## src/rtl/viterbi_acs_ctrl.sv

```systemverilog
// Sequencer and path-metric store for a 4-state (K=3) Viterbi ACS.
// Ports: clk_i/rst_i; start_i; sym_valid_i/sym_ready_o symbol handshake;
//   pm_sN_new_i/dec_bits_i from ACS; pm_sN_o to ACS; surv_* survivor write;
//   tb_req_o/tb_ack_i traceback handshake; tb_last_addr_o; busy_o; done_o.
module viterbi_acs_ctrl #(
   parameter int         FRAME_LEN = 16,
   parameter logic [7:0] INIT_BIAS = 8'd32
) (
   input  logic       clk_i,
   input  logic       rst_i,
   input  logic       start_i,
   input  logic       sym_valid_i,
   output logic       sym_ready_o,
   input  logic [7:0] pm_s0_new_i,
   input  logic [7:0] pm_s1_new_i,
   input  logic [7:0] pm_s2_new_i,
   input  logic [7:0] pm_s3_new_i,
   input  logic [3:0] dec_bits_i,
   output logic [7:0] pm_s0_o,
   output logic [7:0] pm_s1_o,
   output logic [7:0] pm_s2_o,
   output logic [7:0] pm_s3_o,
   output logic       surv_we_o,
   output logic [7:0] surv_addr_o,
   output logic [3:0] surv_data_o,
   output logic       tb_req_o,
   input  logic       tb_ack_i,
   output logic [7:0] tb_last_addr_o,
   output logic       busy_o,
   output logic       done_o
);

   typedef enum logic [2:0] {
      IDLE, RUN, FLUSH, TB_REQ, DONE
   } state_t;

   localparam logic [7:0] LAST = 8'(FRAME_LEN - 1);

   state_t     state_q, state_d;
   logic [7:0] sym_cnt_q, sym_cnt_d;
   logic [7:0] pm_q [4];
   logic [7:0] pm_d [4];
   logic [7:0] pm_n [4];
   logic       surv_we_q, surv_we_d;
   logic [7:0] surv_addr_q, surv_addr_d;
   logic [3:0] surv_data_q, surv_data_d;
   logic       accept;
   logic       norm_hi;

   assign sym_ready_o    = (state_q == RUN);
   assign accept         = sym_valid_i & sym_ready_o;
   assign tb_req_o       = (state_q == TB_REQ);
   assign done_o         = (state_q == DONE);
   assign busy_o         = (state_q != IDLE);
   assign tb_last_addr_o = LAST;

   assign pm_s0_o     = pm_q[0];
   assign pm_s1_o     = pm_q[1];
   assign pm_s2_o     = pm_q[2];
   assign pm_s3_o     = pm_q[3];
   assign surv_we_o   = surv_we_q;
   assign surv_addr_o = surv_addr_q;
   assign surv_data_o = surv_data_q;

   // All metrics at or above 128: subtracting 128 from each keeps the
   // relative ordering and stops the next step from wrapping.
   assign norm_hi = pm_s0_new_i[7] & pm_s1_new_i[7]
                  & pm_s2_new_i[7] & pm_s3_new_i[7];

   always_comb begin
      pm_n[0] = norm_hi ? {1'b0, pm_s0_new_i[6:0]} : pm_s0_new_i;
      pm_n[1] = norm_hi ? {1'b0, pm_s1_new_i[6:0]} : pm_s1_new_i;
      pm_n[2] = norm_hi ? {1'b0, pm_s2_new_i[6:0]} : pm_s2_new_i;
      pm_n[3] = norm_hi ? {1'b0, pm_s3_new_i[6:0]} : pm_s3_new_i;
   end

   always_comb begin
      state_d     = state_q;
      sym_cnt_d   = sym_cnt_q;
      pm_d        = pm_q;
      surv_we_d   = 1'b0;
      surv_addr_d = surv_addr_q;
      surv_data_d = surv_data_q;
      unique case (state_q)
         IDLE: begin
            if (start_i) begin
               pm_d[0]   = 8'd0;
               pm_d[1]   = INIT_BIAS;
               pm_d[2]   = INIT_BIAS;
               pm_d[3]   = INIT_BIAS;
               sym_cnt_d = 8'd0;
               state_d   = RUN;
            end
         end
         RUN: begin
            if (accept) begin
               pm_d        = pm_n;
               surv_we_d   = 1'b1;
               surv_addr_d = sym_cnt_q;
               surv_data_d = dec_bits_i;
               sym_cnt_d   = sym_cnt_q + 8'd1;
               if (sym_cnt_q == LAST) state_d = FLUSH;
            end
         end
         // One cycle so the final survivor write strobe retires.
         FLUSH:  state_d = TB_REQ;
         TB_REQ: if (tb_ack_i) state_d = DONE;
         DONE:   state_d = IDLE;
         default: state_d = IDLE;
      endcase
   end

   always_ff @(posedge clk_i or posedge rst_i) begin
      if (rst_i) begin
         state_q     <= IDLE;
         sym_cnt_q   <= 8'd0;
         for (int i = 0; i < 4; i++) pm_q[i] <= 8'd0;
         surv_we_q   <= 1'b0;
         surv_addr_q <= 8'd0;
         surv_data_q <= 4'd0;
      end else begin
         state_q     <= state_d;
         sym_cnt_q   <= sym_cnt_d;
         pm_q        <= pm_d;
         surv_we_q   <= surv_we_d;
         surv_addr_q <= surv_addr_d;
         surv_data_q <= surv_data_d;
      end
   end

endmodule

```

## config.mk

```make
export PLATFORM = sky130hd
export DESIGN_NAME = viterbi_acs_ctrl
export DESIGN_NICKNAME = d
export VERILOG_FILES = /design/src/rtl/viterbi_acs_ctrl.sv
export SDC_FILE = /design/constraint.sdc
export NUM_CORES = 1
export LEC_CHECK = 0
export CORE_MARGIN = 5
export CORE_UTILIZATION = 30
export DETAILED_ROUTE_END_ITERATION = 7
export SYNTH_ARGS = -nofsm -noshare
export SYNTH_HDL_FRONTEND = slang
export SYNTH_SLANG_ARGS = --single-unit
```

## constraint.sdc

```tcl
create_clock -name clk_i -period 3.6 [get_ports clk_i]
set_input_delay 0.72 -clock clk_i [delete_from_list [all_inputs] [get_ports clk_i]]
set_output_delay 0.72 -clock clk_i [all_outputs]
set_load 0.01 [all_outputs]
```

Yosys cells after proc, flatten, opt, wreduce, memory -nomap -nowiden --
Cells that the tools add are included.
Word-level totals: output and inout bits 57, memories 0, latch bits 0, bits in writable memories 0, memory bits (read-only) 0, bits in registers 56
Operators by class: reduce and logical (&&, ||, !) cells 6, add/sub/neg operators 1, shift-type cells 0, multipliers 0, divide/modulo/power cells 0, eq/ne operators 9, bitwise logic cells 4, multiplexer cells 17, order comparisons 0
Operators with widths (count):
- two-way mux 32 bit | 2
- case mux 32 bit (2 select lines) | 1
- two-way mux 8 bit | 6
- case mux 8 bit (2 select lines) | 1
- two-way mux 3 bit | 4
- case mux 3 bit (4 select lines) | 1
- adder 8 x 1 -> 8 bit (second input constant) | 1
- == test 8 x 4 -> 1 bit (second input constant) | 1
- == test 3 x 2 -> 1 bit (second input constant) | 2
- inequality test 2 x 1 -> 1 bit (second input constant) | 3
- AND 1 bit | 4
- AND reduction 4 bit | 1
- == test 3 x 1 -> 1 bit (second input constant) | 1
- == test 3 bit (second input constant) | 1
- zero test 3 bit | 1
- AND reduction 3 bit | 1
- nonzero test 3 bit | 1
- two-way mux 1 bit | 2
- inequality test 2 bit (second input constant) | 1
- AND reduction 2 bit | 1
- nonzero test 2 bit | 1

Depth between registers and ports, before layout --
Gate-level depths: netlist (run 1).
depth in word-level cells 6, depth in mapped cells 8

Least setup slack after synthesis (run 1) --
No wires, ideal clock.
path kind register to output, start register state_q[1], end output sym_ready_o, slack 1.808 ns, required time 2.880 ns, buffers on the path 1, cell stages (with the launch flop) 4, data arrival time 1.072 ns, cell sequence dfrtp_1 > buf_6 > or3b_2 > inv_1
On the way: longest elaborated chain between the ends 1
Ends and longest elaborated chain:
- start: declaration | RTL line 39 | state_t state_q, state_d;
- start signal: assignment | RTL line 122 | state_q <= state_d;
- == test 3 x 1 -> 1 bit | RTL line 50 | assign sym_ready_o = (state_q == RUN);
- end: declaration | RTL line 13 | output logic sym_ready_o,
No other way between the ends.

Worst setup path after layout (run 1) --
start register state_q[0], end output sym_ready_o
The elaborated chain is that of the path after synthesis.

==> impl_results.md, run 1 <==
* Synth Area in XOR/XNOR at 0
* Wirelength per Cell at between 15 and 20 µm
* Kind of critical path: reg2out
* Worst skew pair latency at around 0.31 ns
* Hold slack at just over 0.5 ns
* Fin. Hold Viols at 0
* Status: completed
* Critical Path AT at 2.12 ns
* Tmin final at 2.84 ns
* Peak VDD IR at 0.248 mV
* Routability congestion estimate at 0.835
* Largest net degree at the start of global routing at 44
* Worst Skew at 0.00830 ns
* Initial Util at 0.309
* Netlist cell types at 42
* Number of I/O port buffers at roughly 90
* Synth Flop Type: dfrtp_1
* DR pass1 iterations at 4
* Worst setup EP type: primary output
* H-tree levels at 2
* CTS tree: done
* Warnings from Yosys at 0
* Number of global-route vias before repair at 1899
* Largest family of logic cells by synthesized area: compound AO/OA/AOI/OAI gates
* Startpoint Class: register
* # diodes at 0
* Area grow syn2layout at 41.8%
* CP Data Required Time at 2.88 ns
* RSZ-0062 raised after global routing: false
* Worst slew pin tran at 0.557 ns
* Mux share of post-synthesis cell area at 0.0604
* Setup TNS at 0 ns
* Clock transition at path regs at 0.10 ns
* CTS Sinks at 56
* DR vias at 1809
* Syn avg cell area at 12.4 µm²
* Placed cell count at 370
* Initial antenna violation count at 0
* Finished Layout Cells at around 380
* CTS Hold Bufs at 0
* CTS resizes at 0
* Tightest Hold Check Type: reg2reg
* Number of synthesized flops with an enable pin at 0
* Synthesized area at 2400 µm²
* Row cnt at 32
* Synth Instances at between 150 and 200
* Post-synthesis adder-cell area fraction at 0.00521
* Setup Fix Bufs, Post-CTS at 0
* Power per standard cell area at 809 nW/µm²
* Initial DRC Count at 91
* Final ANT Viol Nets at 0
* First-pass GRT wire length at 9390 µm
* Relative slew slack at 0.618
* Total global routing overflow at 0
* Async SR Flop Fraction at 1.00
* Number of synthesized register bits at 56
* Final wirelength at 5690 µm
* Final nets at ~320
* Worst Path Max Fanout at 17
* Max-cap violation count at 0
* Share of post-route cells with drive strength above 1 at 0.0870
* Final routed DRC violation total at 0
* CTS Buf Count at 5
* Clock Tree Buf Depth at 2
* Final Cycle Share at 0.790
* Die ar. at 9890 µm²
* Synth Area in Compound Gates at 0.192
* Setup-failing EPs final at 0
* Core region area at 7770 µm²
* Root buffer cell: clkbuf_8
* Register area share after synthesis at 0.584
* Leakage at 1.44 nW
* Dpl ws at 0.977 ns
* Final worst setup slack at 0.757 ns
* HPWL after detailed placement at 4000 µm
* Max Fclk at ~350 MHz
* Post-synthesis simple-gate area fraction at 0.0797
* Die Span Y at approximately 99 µm
* Via density at 4.79
* IO Count at 98
* Fin. max-slew vios at 0
* Total track usage at 0.117
* Die Width at 99.5 µm
==> layer usage <==
layer	vias up	track usage	part of all wire
li1	866	-	-
met1	882	0.149	0.45
met2	56	0.189	0.47
met3	5	0.0393	0.074
met4	0	0.0347	0.012
met5	-	0	0
==> power by group <==
group / total [mW] / switching [mW] / internal (mW) / leakage (nW)
clock network: 0.416 / 0.205 / 0.211 / 0.0558
logic: 1.24 / 0.522 / 0.718 / 0.679
registers: 1.10 / 0.208 / 0.894 / 0.709
==> flip-flops by register name, summed over array words and instances (netlist names), 3 cells and up <==
| signal | cells |
|---|---|
| pm_s0_o | 8 |
| pm_s1_o | 8 |
| pm_s2_o | 8 |
| pm_s3_o | 8 |
| surv_addr_o | 8 |
| sym_cnt_q | 8 |
| surv_data_o | 4 |
| state_q | 3 |
==> worst max-delay path: stages (launching register included) <==
cell and delay (ns):
dfrtp_1 0.67, or3b_2 0.56, inv_1 0.07, clkdlybuf4s50_1 0.52
==> area by class of cell <==
| class | instances | area, µm² |
|---|---|---|
| multi-input cells | 116 | 840 |
| repair buffers | 90 | 898 |
| flip-flops and latches | 56 | 1400 |
| fillers | 751 | 4360 |
| clock inverters | 2 | 38.8 |
| inverters | 6 | 27.5 |
| well taps | 102 | 128 |
| clock buffers | 6 | 72.6 |
==> Yosys cell counts (3+ instances only) <==
cell      number  area, µm²
o31ai_1        6       45.0
nand2_1        8       30.0
a31oi_1        5       31.3
buf_6          3       33.8
inv_1          5       18.8
dfrtp_1       56       1400
nor2_1         3       11.3
o22a_1         3       26.3
mux2_2        12        135
clkbuf_1       3       11.3
nand3_1        8       40.0
o21ai_0       10       50.1
buf_4         10       75.1
a22o_1        26        228
buf_2          4       20.0
==> metrics by stage <==
step	instance area (µm²)	power (mW)	utilization
final	3410	2.76	0.438
after global routing	3410	2.95	0.438
after CTS	3410	2.80	0.438
after detailed placement	3290	2.37	0.424
after global placement	3290	2.36	0.424
after floorplan	2420	1.76	-
==> path summary, 6_finish.rpt <==
check	slack, ns	cells after the start	to	start
min reg2reg	0.51	1	pm_s2_o[4]	pm_s2_o[4]
max in group asynchronous	2.03	3	pm_s0_o[7]	rst_i
max reg2reg	1.46	3	pm_s2_o[7]	state_q[0]
min	0.51	1	pm_s2_o[4]	pm_s2_o[4]
min in group asynchronous	0.73	2	surv_data_o[3]	rst_i
max	0.76	3	sym_ready_o	state_q[0]
==> logic make-up after synthesis <==
group / Yosys count
other cells: 2
buf+inv: 27
fa+ha+maj: 1
flops: 56
compound gates: 59
mux: 13
simple gates: 35
==> cells in the final DEF, fill, tap and decap left out, types with 3 or more instances in the layout <==
master | netlist | routed
o21ai_0 | 10 | 10
a22o_1 | 26 | 26
a31oi_1 | 5 | 5
o31ai_1 | 6 | 6
nor2_1 | 3 | 3
dfrtp_1 | 56 | 56
nand3_1 | 8 | 8
clkbuf_8 | 0 | 5
conb_1 | 2 | 8
o22a_1 | 3 | 3
clkdlybuf4s50_1 | 0 | 89
mux2_2 | 12 | 12
nand2_1 | 8 | 8
inv_1 | 5 | 4
No activity file was read; power rests on OpenSTA's default activity.
==> run 2, diff against run 1 <==
Clock period 3.6 ns to 2.95 ns, I/O delays scaled along.
==> impl_results.md, run 2 (synthesis gave the netlist of run 1 again) <==
* Status: completed
* Fin. max-slew vios at 0
* Tmin final at 2.73 ns
* Total global routing overflow at 0
* Row cnt at 32
* Wirelength per Cell at 15.3 µm
* Routability congestion estimate at about 0.82
* Worst skew pair latency at 0.31 ns
* CTS tree: done
* RSZ-0062 raised after global routing: false
* Commonest non-fill, non-tap cell in the layout: clkdlybuf4s50_1
* Final routed DRC violation total at 0
* Leakage at between 1 and 1.5 nW
* Fillers at 750
* Final Cycle Share at 0.924
* CP Data Required Time at 2.36 ns
* Worst slew pin tran at 0.704 ns
* Kind of critical path: reg2out
* Fin util at 0.436
* Worst setup EP type: primary output
* Hold Path Cell Cnt at 1
* Final worst setup slack at 0.224 ns
* First-pass GRT wire length at 9190 µm
* Initial DRC Count at 127
* Die Width at 99.5 µm
* CTS Sinks at 56
* Fin. Hold Viols at 0
* Placed cell count at 370
* Worst Skew at 0.00556 ns
* Final nets at 317
* Initial Util at 0.309
* Number of I/O port buffers at a little under 90
* Initial antenna violation count at 0
* Die Span Y at 99.5 µm
* Area grow syn2layout at 41.1%
* DR vias at ~1800
* Max-cap violation count at 0
* Finished Layout Cells at 378
* Final ANT Viol Nets at 0
* Final wirelength at 5770 µm
* Share of post-route cells with drive strength above 1 at 0.0906
* Setup-failing EPs final at 0
* Max Fclk at 367 MHz
* Setup Fix Bufs, Post-CTS at 0
* Commonest cells after routing, fill and taps aside: 89 x clkdlybuf4s50_1, 56 x dfrtp_1, 26 x a22o_1
* Clock Tree Buf Depth at 2
* Worst Path Max Fanout at 17
* Tightest Hold Check Type: reg2reg
* Dpl ws at 0.434 ns
* Root buffer cell: clkbuf_8
* CTS Hold Bufs at 0
* CTS resizes at 0
* # diodes at 0
* Critical Path AT at 2.14 ns
* DR pass1 iterations at 4
* Peak VDD IR at between 0.2 and 0.3 mV
* Clock transition at path regs at 0.11 ns
* H-tree levels at 2
* Largest net degree at the start of global routing at 57
* Placed Instance Area at 3290 µm²
* IO Count at around 100
* Startpoint Class: register
* Final Instance Area at around 3400 µm²
* Number of cells on the worst reg-to-reg path at 3
* Core region area at 7770 µm²
* Total track usage at 0.115
* Die ar. at a little under 10000 µm²
* Power per standard cell area at 971 nW/µm²
* CTS Buf Count at 5
* Via density at 4.87
* Setup TNS at 0 ns
* Number of global-route vias before repair at 1822
* Relative slew slack at 0.530
* HPWL after detailed placement at 3950 µm
==> run 2: cell types whose count changed in the layout (fill, tap and decap cells not counted), sizes merged <==
cell	change
clkbuf	-1
inv	-1
clkinv	+1
bufinv	-1
clkinvlp	+2
==> run 2: layout make-up <==
type / instances / area [µm²] / area share
clock buffer: 5 / 68.8 / 0.0203
tap: 102 / 128 / 0.0377
sequential: 56 / 1400 / 0.414
timing repair buffer: 90 / 898 / 0.265
clock inverter: 3 / 23.8 / 0.00702
inverter: 6 / 27.5 / 0.00813
multi-input combinational: 116 / 840 / 0.248
==> run 2: report_power, final <==
group | switching [mW] | internal, mW
combinational | 0.638 | 0.875
clock | 0.266 | 0.169
sequential | 0.250 | 1.09
total | 1.15 | 2.13
==> run 2: per-stage QoR <==
stage	hold slack, ns	total power, mW
final	0.503	3.29
after global routing	0.527	3.51
after CTS	0.510	3.34
after detailed placement	0.485	2.90
after global placement	0.488	2.88
after floorplan	0.468	2.14
==> run 2: worst paths after layout <==
check	from	endpoint	slack, ns
max	state_q[0]	sym_ready_o	0.22
min	pm_s3_o[7]	pm_s3_o[7]	0.50
max reg2reg	state_q[0]	pm_s2_o[6]	0.79
min reg2reg	pm_s3_o[7]	pm_s3_o[7]	0.50
max in group asynchronous	rst_i	pm_s1_o[6]	1.71
min in group asynchronous	rst_i	surv_data_o[3]	0.79
==> run 2: per-layer routing <==
layer  part of all wire  up-vias  wire (µm)  global-route usage
li1                   -      867          -                   -
met1               0.44      901       2540               0.152
met2               0.46       66       2680               0.179
met3              0.081        5        470              0.0386
met4              0.014        0         80              0.0389
met5                  0        -          0                   0
==> run 2: worst max-delay path, stage by stage, from the launching register on <==
cell	delay (ns)
dfrtp_1	0.66
or3b_2	0.56
inv_1	0.08
clkdlybuf4s50_1	0.53
==> run 3, diff against run 2 <==
Settings changed: DONT_BUFFER_PORTS set to 1.
==> impl_results.md, run 3 (synthesis gave the netlist of run 1 again) <==
* Worst Path Max Fanout at 17
* Placed Instance Area at 2400 µm²
* Peak VDD IR at 0.317 mV
* Number of I/O port buffers at 0
* Root buffer cell: clkbuf_8
* Die Width at 99.5 µm
* Die Span Y at approximately 99 µm
* Routed wl met3 at 489 µm
* Commonest non-fill, non-tap cell in the layout: dfrtp_1
* Final Cycle Share at 0.751
* Kind of critical path: reg2out
* Worst skew pair latency at ~0.31 ns
* Initial antenna violation count at 0
* Status: completed
* CTS Sinks at 56
* DR pass1 iterations at 4
* CTS tree: done
* Fin util at 0.322
* First-pass GRT wire length at 8550 µm
* Row cnt at 32
* Via density at 5.29
* Setup TNS at 0 ns
* Worst slew pin tran at 0.704 ns
* HPWL after detailed placement at about 3800 µm
* Startpoint Class: register
* Sequence of cells on the critical path: or3b_2 > inv_1
* Final worst setup slack at about 0.73 ns
* Metal-1 WL at 2280 µm
* Worst setup EP type: primary output
* Wirelength per Cell at 18.5 µm
* CP Data Required Time at 2.36 ns
* Routability congestion estimate at 0.798
* Final ANT Viol Nets at 0
* Critical Path AT at 1.63 ns
* Max Fclk at between 400 and 500 MHz
* Power per standard cell area at 1080 nW/µm²
* Initial Util at 0.309
* Dpl ws at 0.836 ns
* Placed cell count at 281
* # diodes at 0
* Total track usage at 0.108
* Leakage at ~1.1 nW
* Highest routed metal layer: met4
* RSZ-0062 raised after global routing: false
* Crit-path max cell delay at 0.63 ns
* CTS resizes at 0
* Number of global-route vias before repair at 1502
* Clock transition at path regs at 0.10 ns
* CP max stage cell: dfrtp_1
* Final routed DRC violation total at 0
* Finished Layout Cells at 289
* Clock Tree Buf Depth at 2
* Tightest Hold Check Type: in2async
* Setup Fix Bufs, Post-CTS at 0
* Detail Route met2 WL at 2510 µm
* Worst Skew at roughly 0.0037 ns
* Final nets at ~230
* Final wirelength at 5360 µm
* Total global routing overflow at 0
* Hold slack at 0.263 ns
* Tmin final at 2.22 ns
* Initial DRC Count at 79
* H-tree levels at 2
* Core region area at 7770 µm²
* CTS Buf Count at 5
* Share of post-route cells with drive strength above 1 at 0.128
* IO Count at 98
* DR vias at 1529
* Number of cells on the worst reg-to-reg path at 3
* Area grow syn2layout at 4.01%
* CTS Hold Bufs at 0
* Max-cap violation count at 0
* Die ar. at 9890 µm²
* Setup-failing EPs final at 0
* Commonest cells after routing, fill and taps aside: 56 x dfrtp_1, 26 x a22o_1, 12 x mux2_2
* Fin. max-slew vios at 0
* Total power at 2.69 mW
* Final Instance Area at 2500 µm²
* Fin. Hold Viols at 0
* Relative slew slack at 0.530
* Largest net degree at the start of global routing at 44
[run 3: cell count changes in the layout (fill, tap and decap cells not counted)]
cell,before,now
clkinvlp_4,2,1
clkdlybuf4s50_1,89,0
clkinv_4,2,1
clkbuf_8,5,6
clkbuf_1,0,1
[run 3: worst paths after layout]
check                      slack, ns             end      startpoint
min reg2reg                     0.54    sym_cnt_q[5]    sym_cnt_q[5]
max in group asynchronous       1.89    sym_cnt_q[3]           rst_i
min                             0.26  surv_data_o[3]           rst_i
max reg2reg                     0.86      pm_s1_o[1]      state_q[0]
min in group clk_i              0.40      pm_s1_o[5]  pm_s1_new_i[5]
max                             0.73     sym_ready_o      state_q[0]
[run 3: critical path: cells and delay by family, from the launching register on]
kind / cells / cell delay, ns
and+or+nand+nor: 1 / 0.56
DFF: 1 / 0.63
buffers and inverters: 1 / 0.13
[run 3: power breakdown]
part | internal, mW | total, mW | switching, mW
clock network | 0.192 | 0.442 | 0.251
logic | 0.343 | 0.720 | 0.377
registers | 1.09 | 1.53 | 0.438
[run 3: metal layers]
| layer | track usage | vias up |
|---|---|---|
| li1 | - | 684 |
| met1 | 0.137 | 773 |
| met2 | 0.168 | 66 |
| met3 | 0.0435 | 6 |
| met4 | 0.0378 | 0 |
| met5 | 0 | - |
[run 3: cell type report]
cell class,instances,area [µm²]
Fill cell,783,5270
Sequential cell,56,1400
Multi-Input combinational cell,116,840
Tap cell,102,128
Clock buffer,7,86.3
Inverter,6,27.5
Clock inverter,1,7.51
Timing Repair Buffer,1,7.51
